<file path="src/rtl/pipe_hazard_ctrl.sv">
// pipe_hazard_ctrl
//   Hazard and forwarding controller for the five-stage IF/ID/EX/MEM/WB core.
//   It shadows the destination tags of the instructions in EX, MEM and WB.
//   From those tags it derives the stall/bubble controls, the EX-stage
//   forwarding selects and a multi-cycle IF/ID flush after a redirect.
//
//   Build option: PIPE_HAZARD_FWD_EN
//     defined   - EX operands are forwarded from MEM/WB; only load-use stalls.
//     undefined - fwd_sel is tied to 0; any in-flight producer stalls ID
//                 until it has left WB.
//
// Ports
//   clk, reset_n   core clock, synchronous active-low reset
//   id_valid       ID instruction valid
//   id_rs          ID source indices, src i at [i*REG_AW +: REG_AW]
//   id_rs_used     per-source "actually read" flags
//   id_rd          ID destination index
//   id_regwrite    ID instruction writes id_rd
//   id_memread     ID instruction is a load
//   redirect       taken branch/jump resolved in ID
//   stall_if       hold PC and IF/ID
//   stall_id       hold ID outputs
//   bubble_ex      load a NOP into ID/EX
//   flush_id       invalidate IF/ID
//   fwd_sel        per-source EX operand select (0 ID/EX, 1 EX/MEM, 2 MEM/WB)
//   stall_cnt      saturating count of stall cycles
//   flush_cnt      saturating count of flush cycles
module pipe_hazard_ctrl #(
  parameter int unsigned REG_AW      = 5,
  parameter int unsigned NSRC        = 2,
  parameter int unsigned FLUSH_DEPTH = 2,
  parameter int unsigned CNT_W       = 16
) (
  input  logic                     clk,
  input  logic                     reset_n,
  input  logic                     id_valid,
  input  logic [NSRC*REG_AW-1:0]   id_rs,
  input  logic [NSRC-1:0]          id_rs_used,
  input  logic [REG_AW-1:0]        id_rd,
  input  logic                     id_regwrite,
  input  logic                     id_memread,
  input  logic                     redirect,
  output logic                     stall_if,
  output logic                     stall_id,
  output logic                     bubble_ex,
  output logic                     flush_id,
  output logic [NSRC*2-1:0]        fwd_sel,
  output logic [CNT_W-1:0]         stall_cnt,
  output logic [CNT_W-1:0]         flush_cnt
);

  localparam int unsigned FC_W = 3;
  localparam logic [FC_W-1:0] FLUSH_RELOAD = FC_W'(FLUSH_DEPTH - 1);

  typedef struct packed {
    logic              valid;
    logic [REG_AW-1:0] rd;
    logic              regwrite;
    logic              memread;
  } tag_t;

  tag_t                 ex_q;
  tag_t                 mem_q;
  tag_t                 wb_q;
  tag_t                 id_tag;
  logic [FC_W-1:0]      fcnt_q;

  logic                 hit_ex;
  logic                 hit_mem;
  logic                 hit_wb;
  logic                 hazard;
  logic                 stall;
  logic                 flush_active;
  logic                 issue;

  // A source depends on a slot when it is really read, is not x0, and the
  // slot holds a valid register writer of that index.
  function automatic logic src_hit(input tag_t s, input logic [REG_AW-1:0] rs,
                                   input logic used);
    return used && (rs != '0) && s.valid && s.regwrite && (s.rd == rs);
  endfunction

  assign id_tag = '{valid: 1'b1, rd: id_rd, regwrite: id_regwrite,
                    memread: id_memread};

  // ID-source dependency scan against every in-flight slot.
  always_comb begin
    hit_ex  = 1'b0;
    hit_mem = 1'b0;
    hit_wb  = 1'b0;
    for (int i = 0; i < NSRC; i++) begin
      hit_ex  = hit_ex  | src_hit(ex_q,  id_rs[i*REG_AW +: REG_AW], id_rs_used[i]);
      hit_mem = hit_mem | src_hit(mem_q, id_rs[i*REG_AW +: REG_AW], id_rs_used[i]);
      hit_wb  = hit_wb  | src_hit(wb_q,  id_rs[i*REG_AW +: REG_AW], id_rs_used[i]);
    end
  end

`ifdef PIPE_HAZARD_FWD_EN
  // With forwarding only a load still in EX cannot supply its result.
  assign hazard = id_valid & hit_ex & ex_q.memread;
`else
  // Without bypassing the register file, wait until the producer retires.
  assign hazard = id_valid & (hit_ex | hit_mem | hit_wb);
`endif

  // A redirect discards the ID instruction, so it must never be held.
  assign flush_active = (fcnt_q != '0);
  assign flush_id     = redirect | flush_active;
  assign stall        = hazard & ~redirect;
  assign stall_if     = stall;
  assign stall_id     = stall;
  assign bubble_ex    = stall | redirect;
  assign issue        = id_valid & ~stall & ~flush_id;

`ifdef PIPE_HAZARD_FWD_EN
  logic [NSRC*REG_AW-1:0] ex_rs_q;
  logic [NSRC-1:0]        ex_rs_used_q;

  // EX sources are kept only to resolve forwarding.
  always_ff @(posedge clk) begin
    if (!reset_n) begin
      ex_rs_q      <= '0;
      ex_rs_used_q <= '0;
    end else if (issue) begin
      ex_rs_q      <= id_rs;
      ex_rs_used_q <= id_rs_used;
    end else begin
      ex_rs_q      <= '0;
      ex_rs_used_q <= '0;
    end
  end

  // Youngest producer (MEM) wins over the older one (WB).
  always_comb begin
    fwd_sel = '0;
    for (int i = 0; i < NSRC; i++) begin
      if (ex_q.valid && src_hit(mem_q, ex_rs_q[i*REG_AW +: REG_AW], ex_rs_used_q[i]))
        fwd_sel[2*i +: 2] = 2'd1;
      else if (ex_q.valid && src_hit(wb_q, ex_rs_q[i*REG_AW +: REG_AW], ex_rs_used_q[i]))
        fwd_sel[2*i +: 2] = 2'd2;
    end
  end
`else
  assign fwd_sel = '0;
`endif

  // Tag pipeline, flush down-counter and performance counters.
  always_ff @(posedge clk) begin
    if (!reset_n) begin
      ex_q      <= '0;
      mem_q     <= '0;
      wb_q      <= '0;
      fcnt_q    <= '0;
      stall_cnt <= '0;
      flush_cnt <= '0;
    end else begin
      wb_q  <= mem_q;
      mem_q <= ex_q;
      ex_q  <= issue ? id_tag : tag_t'('0);

      // The redirect cycle itself is flushed combinationally; the counter
      // covers the remaining FLUSH_DEPTH-1 cycles.
      if (redirect)
        fcnt_q <= FLUSH_RELOAD;
      else if (flush_active)
        fcnt_q <= fcnt_q - FC_W'(1);

      if (stall_id && (stall_cnt != '1))
        stall_cnt <= stall_cnt + CNT_W'(1);
      if (flush_id && (flush_cnt != '1))
        flush_cnt <= flush_cnt + CNT_W'(1);
    end
  end

endmodule

</file>
<file path="config.mk">
export PLATFORM = sky130hd
export DESIGN_NAME = pipe_hazard_ctrl
export DESIGN_NICKNAME = d
export VERILOG_FILES = /design/src/rtl/pipe_hazard_ctrl.sv
export SDC_FILE = /design/constraint.sdc
export NUM_CORES = 1
export LEC_CHECK = 0
export ABC_AREA = 1
export CAP_MARGIN = 40
export CELL_PAD_IN_SITES_DETAIL_PLACEMENT = 1
export CELL_PAD_IN_SITES_GLOBAL_PLACEMENT = 1
export CORE_ASPECT_RATIO = 1.4
export CORE_UTILIZATION = 37
export CTS_BUF_LIST = sky130_fd_sc_hd__clkbuf_4 sky130_fd_sc_hd__clkbuf_8
export DETAILED_ROUTE_END_ITERATION = 12
export PLACE_DENSITY = 0.89
export SKIP_LAST_GASP = 1
export SLEW_MARGIN = 20
export SYNTH_ARGS = -nofsm -noshare
export SYNTH_HDL_FRONTEND = slang
export SYNTH_SLANG_ARGS = --single-unit
</file>
<file path="constraint.sdc">
create_clock -name clk -period 2.2 [get_ports clk]
set_clock_uncertainty 0.15 [all_clocks]
set_input_delay 0.22 -clock clk [delete_from_list [all_inputs] [get_ports clk]]
set_output_delay 0.22 -clock clk [all_outputs]
set_load 0.05 [all_outputs]
</file>
==> flow_summary.toml, run 1 <==
[run_status]
run_status = "complete, no violations"

[grt]
grt_busiest_layer = "met2"
grt_pass1_vias = 3414
grt_util_all_layers_pct = 21.6
grt_util_met1_pct = 21.1
antenna_found_initial = 0
grt_max_degree = 17
gr-usage-met3_pct = 3.69
grtUsageMet2_pct = 43.1
overflow = 0
grt_pass1_wl_mm = 15.2

[clocking]
cts_max_level = 2
cts.clk_slew.worst_paths_ps = 100
tritoncts = "done"
cts-root-buf = "clkbuf_8"
insertion_delay_ps = 320
cts_made_buffers = 5
clk_path_buf_depth = 2
cts_sinks = 56
hold_buffers = 0

[setup_path]
end_kind = "output pin"
critPathSlowestCell = "dfxtp_4"
critical_path_class = "flop to output pin"
required_ps = 1830
critPathMaxFanout = 4
startpoint_type = "flop"
cp.arrival_ps = 1770
cp_slowest_stage_delay_ps = 370
crit_chain = "xor2_1 -> nor2_1 -> nand3_1 -> nor2_2 -> nor2_2 -> nand3_4 -> nand2_4 -> nor2_4 -> buf_12 -> buf_12"

[floorplanning]
die_area_mm2 = 0.00898
die_y_um = 112
core_area_mm2 = 0.00825
rows = 39
die_x_um = 80.4
initial_core_util_pct = 38.6
ios = 63

[route]
wl_per_cell_um = 14.2
routed_wl_mm = 9.47
drt_pass1_iterations = 4
drt_iter0_drc = 89
drc = 0
ant_nets = 0
vias_per_cell = 4.98
num_vias = 3320

[logic_synthesis]
synthCells = 493
ys_seq_area_share_pct = 35.2
synth.distinct_cells = 33
synth_area_mm2 = 0.00318
ys_warn_count = 0
synth_area_per_cell_um2 = 6.46
ys_ff_latch = 56

[flow_run]
cap_violations = 0

[pwr]
powerDensity_mw_per_mm2 = 491
power_mw = 2.04
ir_drop_v = 0.000318
power_leakage_nw = 1.87

[cells_and_area]
antennaDiodeCount = 0
layout.nets = 591
final_common_cell = "nand2_1"
n_fill_cell = 1099
syn_to_final_growth_pct = 30.6
drive_gt1_share_pct = 12.7
layout_common_cells = "116 x nand2_1, 92 x inv_1, 71 x nor2_1, 46 x dfxtp_1, 43 x clkdlybuf4s50_1"

[hold_path]
hold_path_class = "primary input to flop"

[sta]
layout_min_cycle_time_ps = 2140
max-slew-margin-rel_pct = 59.0
fmax_ghz = 0.467
finalCritPeriodShare_pct = 97.3
tightest_slew_ps = 610
finalSetupViolations = 0
rsz0062_at_grt = "yes"
hold_ws_ps = 271
hold_viol = 0
drv_slew = 0

[placed_design]
gp_congestion = 0.870
io_buffers = 57
place_hpwl_mm = 7.39
-- power by group --
part / leakage, nW / total [mW] / internal (mW) / switching (mW)
Sequential: 0.458 / 1.05 / 1.03 / 0.0167
Combinational: 1.35 / 0.299 / 0.110 / 0.189
Clock: 0.0586 / 0.694 / 0.351 / 0.343
-- cell families after synthesis --
kind of cell	after synthesis	synth area share (%)
AND/OR/NAND/NOR	264	36.0
other	1	0.118
XOR/XNOR	17	4.68
flip-flops	56	35.2
buffers and inverters	111	14.3
adder cells (fa/ha/maj)	4	1.57
AO/OA/AOI/OAI	40	8.18
-- worst paths after layout --
| check | slack, ps | depth (start not counted) | from | to |
|---|---|---|---|---|
| hold reg to reg | 300 | 2 | ex_q[3]$_SDFF_PN0_ | mem_q[3]$_SDFF_PN0_ |
| setup / recovery | 60 | 10 | ex_q[4]$_SDFF_PN0_ | stall_id |
| setup reg to reg | 100 | 13 | stall_cnt[0]$_SDFFE_PN0P_ | stall_cnt[15]$_SDFFE_PN0P_ |
| hold / removal | 270 | 3 | id_regwrite | ex_q[1]$_SDFF_PN0_ |
-- layout make-up --
| class | count | area, um2 | share of cell area (%) |
|---|---|---|---|
| tap | 102 | 128 | 3.07 |
| inverter | 99 | 372 | 8.94 |
| multi-input combinational | 329 | 1670 | 40.1 |
| clock inverter | 2 | 35.0 | 0.843 |
| clock buffer | 6 | 76.3 | 1.84 |
| timing repair buffer | 73 | 743 | 17.9 |
| sequential | 56 | 1140 | 27.3 |
-- critical path, delay by kind of cell (launching register included) --
kind                      cells  cell delay, ps
and+or+nand+nor               7             680
DFF                           1             370
buffers and inverters         2             240
xor gates and xnor gates      1             150
-- what timing repair did --
| action | in CTS | in global routing |
|---|---|---|
| gates resized for setup | 25 | 12 |
| pin swaps | 6 | 5 |
| buffers inserted | 2 | 1 |
| endpoints found under the setup margin | 3 | 13 |
-- routing by layer --
| metal | wire length (um) | share of wire, % |
|---|---|---|
| met1 | 3680 | 39 |
| met2 | 5130 | 54 |
| met3 | 344 | 3.6 |
| met4 | 308 | 3.3 |
| met5 | 0 | 0 |
-- per-stage QoR --
| stage | utilization, % | setup TNS (ps) | worst slack (ps) | area, um2 | instances |
|---|---|---|---|---|---|
| floorplan | - | 0 | 36.2 | 3200 | 496 |
| global placement | 48.2 | -2050 | -171 | 3980 | 656 |
| detailed placement | 48.2 | -4560 | -293 | 3980 | 656 |
| CTS | 50.0 | -16.5 | -8.47 | 4120 | 666 |
| global route | 50.4 | -259 | -71.1 | 4160 | 667 |
| finish | 50.4 | 0 | 58.5 | 4160 | 667 |
-- cell usage after synthesis --
| library cell | number | area [um2] |
|---|---|---|
| clkinv_1 | 1 | 3.75 |
| nand2_2 | 1 | 6.26 |
| buf_12 | 1 | 20.0 |
| clkbuf_1 | 3 | 11.3 |
| conb_1 | 1 | 3.75 |
| nand3b_2 | 1 | 11.3 |
| nor2_2 | 3 | 18.8 |
| ha_1 | 4 | 50.1 |
| a31oi_1 | 1 | 6.26 |
| o21ai_0 | 16 | 80.1 |
| o211a_1 | 1 | 10.0 |
| nor3b_1 | 2 | 15.0 |
| nand2_1 | 117 | 439 |
| inv_1 | 92 | 345 |
| nand3_4 | 2 | 35.0 |
| nand3_1 | 23 | 115 |
| buf_4 | 5 | 37.5 |
| dfxtp_1 | 56 | 1120 |
| nor3_1 | 13 | 65.1 |
| xor2_1 | 12 | 105 |
| nor2_1 | 82 | 308 |
| inv_2 | 6 | 22.5 |
| buf_2 | 2 | 10.0 |
| or2_0 | 1 | 6.26 |
| nand4_1 | 18 | 113 |
| o21bai_2 | 5 | 56.3 |
| o32ai_1 | 1 | 8.76 |
| a21oi_1 | 10 | 50.1 |
| nand4_2 | 1 | 12.5 |
| a211oi_1 | 3 | 22.5 |
| xnor2_1 | 5 | 43.8 |
| buf_1 | 1 | 3.75 |
| o21ai_2 | 3 | 26.3 |
-- flip-flops by register name, summed over array words and instances, names as in the netlist --
name and cells:
flush_cnt 16, ex_q 7, stall_cnt 16, wb_q 7, fcnt_q 3, mem_q 7
(Power assumes the default switching activity.)
==> run 2: changes to the inputs <==
Settings changed: CORE_UTILIZATION 37 to 36, CTS_BUF_LIST sky130_fd_sc_hd__clkbuf_4 sky130_fd_sc_hd__clkbuf_8 to default, PLACE_DENSITY 0.89 to 0.87.
==> run 2 against run 1 <==
Clock-buffer cell count increased by 2. Cell count increased by 0.15%. Combinational power about the same. Global-route usage increased by 0.45 points. First-iteration DRC count decreased by 4.5%. Sequential share of layout area decreased by 0.20 points. Die area increased by 2.7%. Cell area increased by 1.2%. Critical path type unchanged. Critical endpoint unchanged. Largest cell class unchanged. Largest power group unchanged.
==> flow_summary.toml, run 2 (synthesis gave the netlist of run 1 again) <==
[sta]
fmax_ghz = 0.462
drv_slew = 0
max-slew-margin-rel_pct = 56.8
hold_viol = 0
finalSetupViolations = 0
tightest_slew_ps = 643
layout_min_cycle_time_ps = 2170
rsz0062_at_grt = "yes"
finalCritPeriodShare_pct = 98.5
hold_ws_ps = 295

[run_status]
run_status = "complete, no violations"

[clocking]
clk_path_buf_depth = 2
cts.clk_slew.worst_paths_ps = 70
cts-root-buf = "clkbuf_16"
cts_sinks = 56
cts_max_level = 2
tritoncts = "done"
hold_buffers = 0
insertion_delay_ps = 300
cts_made_buffers = 5

[cells_and_area]
antennaDiodeCount = 0
syn_to_final_growth_pct = 32.2
top_regs = "flush_cnt (16), stall_cnt (16)"
n_fill_cell = 1120
final_common_cell = "nand2_1"
layout_common_cells = "116 x nand2_1, 90 x inv_1, 72 x nor2_1, 44 x dfxtp_1, 43 x clkdlybuf4s50_1"
layout.nets = 589
drive_gt1_share_pct = 13.0

[grt]
grt_max_degree = 22
antenna_found_initial = 0
grt_pass1_vias = 3465
grt_util_all_layers_pct = 22.0
overflow = 0
grt_pass1_wl_mm = 15.6

[hold_path]
hold_path_class = "flop to flop"
whs_endpoint = "mem_q[3]$_SDFF_PN0_"
min_delay_path_depth = 2
hp-start = "ex_q[3]$_SDFF_PN0_"

[setup_path]
critPathMaxFanout = 4
startpoint_type = "flop"
required_ps = 1830
cp.arrival_ps = 1800
critPathSlowestCell = "dfxtp_4"
crit_family = "simple AND/OR/NAND/NOR gates"
r2r_end = "flush_cnt[13]$_SDFFE_PN0P_"
end_kind = "output pin"
r2r_setup_slack_ps = 110
timing.critical_path.buf_inv = 3
cp-startpoint = "mem_q[2]$_SDFF_PN0_"
crit_top_cell = "nor2_2"
crit_chain = "inv_1 -> nand2_1 -> nand2_1 -> nor2_2 -> nand3_2 -> nor2_2 -> nor2_2 -> nand3_4 -> nand2_4 -> nor2_4 -> buf_12 -> buf_12"
reg2reg_depth = 10
timing.rr.start = "flush_cnt[0]$_SDFFE_PN0P_"
cp_slowest_stage_delay_ps = 360
critical_path_class = "flop to output pin"

[pwr]
power_mw = 2.17
clkPwrFrac_pct = 38.1
power_leakage_nw = 1.88
swShare_pct = 26.5
powerDensity_mw_per_mm2 = 517
combPwrFrac_pct = 13.8
intPower_mw = 1.60
switchingPower_uw = 577
seq_power_share_pct = 48.1
ir_drop_v = 0.000337

[floorplanning]
ios = 63
rows = 40
initial_core_util_pct = 37.2
die_area_mm2 = 0.00923
core_area_mm2 = 0.00856
die_x_um = 81.5
die_y_um = 113

[route]
routed_wl_mm = 9.67
wl_per_cell_um = 14.5
drt_iter0_drc = 85
vias_per_cell = 4.95
ant_nets = 0
drt_pass1_iterations = 4
num_vias = 3304
drc = 0

[placed_design]
io_buffers = 57
gp_congestion = 0.844
place_hpwl_mm = 7.24

[flow_run]
cap_violations = 0
-- run 2: cell type report --
type | instances | area (um2) | share of cell area, %
tap | 105 | 131 | 3.12
timing repair buffer | 71 | 741 | 17.6
sequential | 56 | 1140 | 27.1
inverter | 99 | 372 | 8.83
multi-input combinational | 329 | 1680 | 39.8
clock buffer | 8 | 146 | 3.48
-- run 2: worst min-delay path: stages, from the launching register on --
cell	delay, ps
dfxtp_2	330
nand2_1	50
inv_1	30
-- run 2: metrics by stage --
step                      TNS, ps  instances  setup WS (ps)  util [%]  cell area, um2
after global placement      -1580        657           -201      46.5            3980
final                           0        668           34.0      49.2            4210
after global routing         -204        668          -76.3      49.2            4210
after detailed placement    -3130        657           -319      46.5            3980
after CTS                       0        667           4.44      48.5            4150
after floorplan                 0        496           36.2         -            3200
-- run 2: per-layer routing --
metal | share of wire (%) | vias up | GRT usage (%)
met5 | 0 | - | 0
met1 | 38 | 1575 | 21.8
met3 | 3.3 | 18 | 3.79
met2 | 56 | 69 | 42.9
li1 | - | 1642 | -
met4 | 2.3 | 0 | 9.40
-- run 2: power by group through the flow --
stage	logic, mW	registers (mW)	clock network, mW
2_1_floorplan	0.150	1.09	0
3_3_place_gp	0.290	1.07	0
3_5_place_dp	0.300	1.07	0
4_1_cts	0.299	1.05	0.847
5_1_grt	0.328	1.05	0.880
6_report	0.299	1.05	0.828
-- run 2: how the worst max path moves through the flow --
stage	cells after the start	to
5_1_grt	10	flush_cnt[13]$_SDFFE_PN0P_
2_1_floorplan	11	stall_if
4_1_cts	10	stall_id
3_3_place_gp	12	stall_cnt[2]$_SDFFE_PN0P_
6_report	12	stall_id
3_5_place_dp	12	stall_cnt[10]$_SDFFE_PN0P_
-- run 2: timing repair --
item	CTS	global route
setup buffers	2	1
cloned	0	0
pin swaps	5	7
resized for setup	24	17
setup endpoints to repair	5	15
endpoints found under the hold margin	0	0
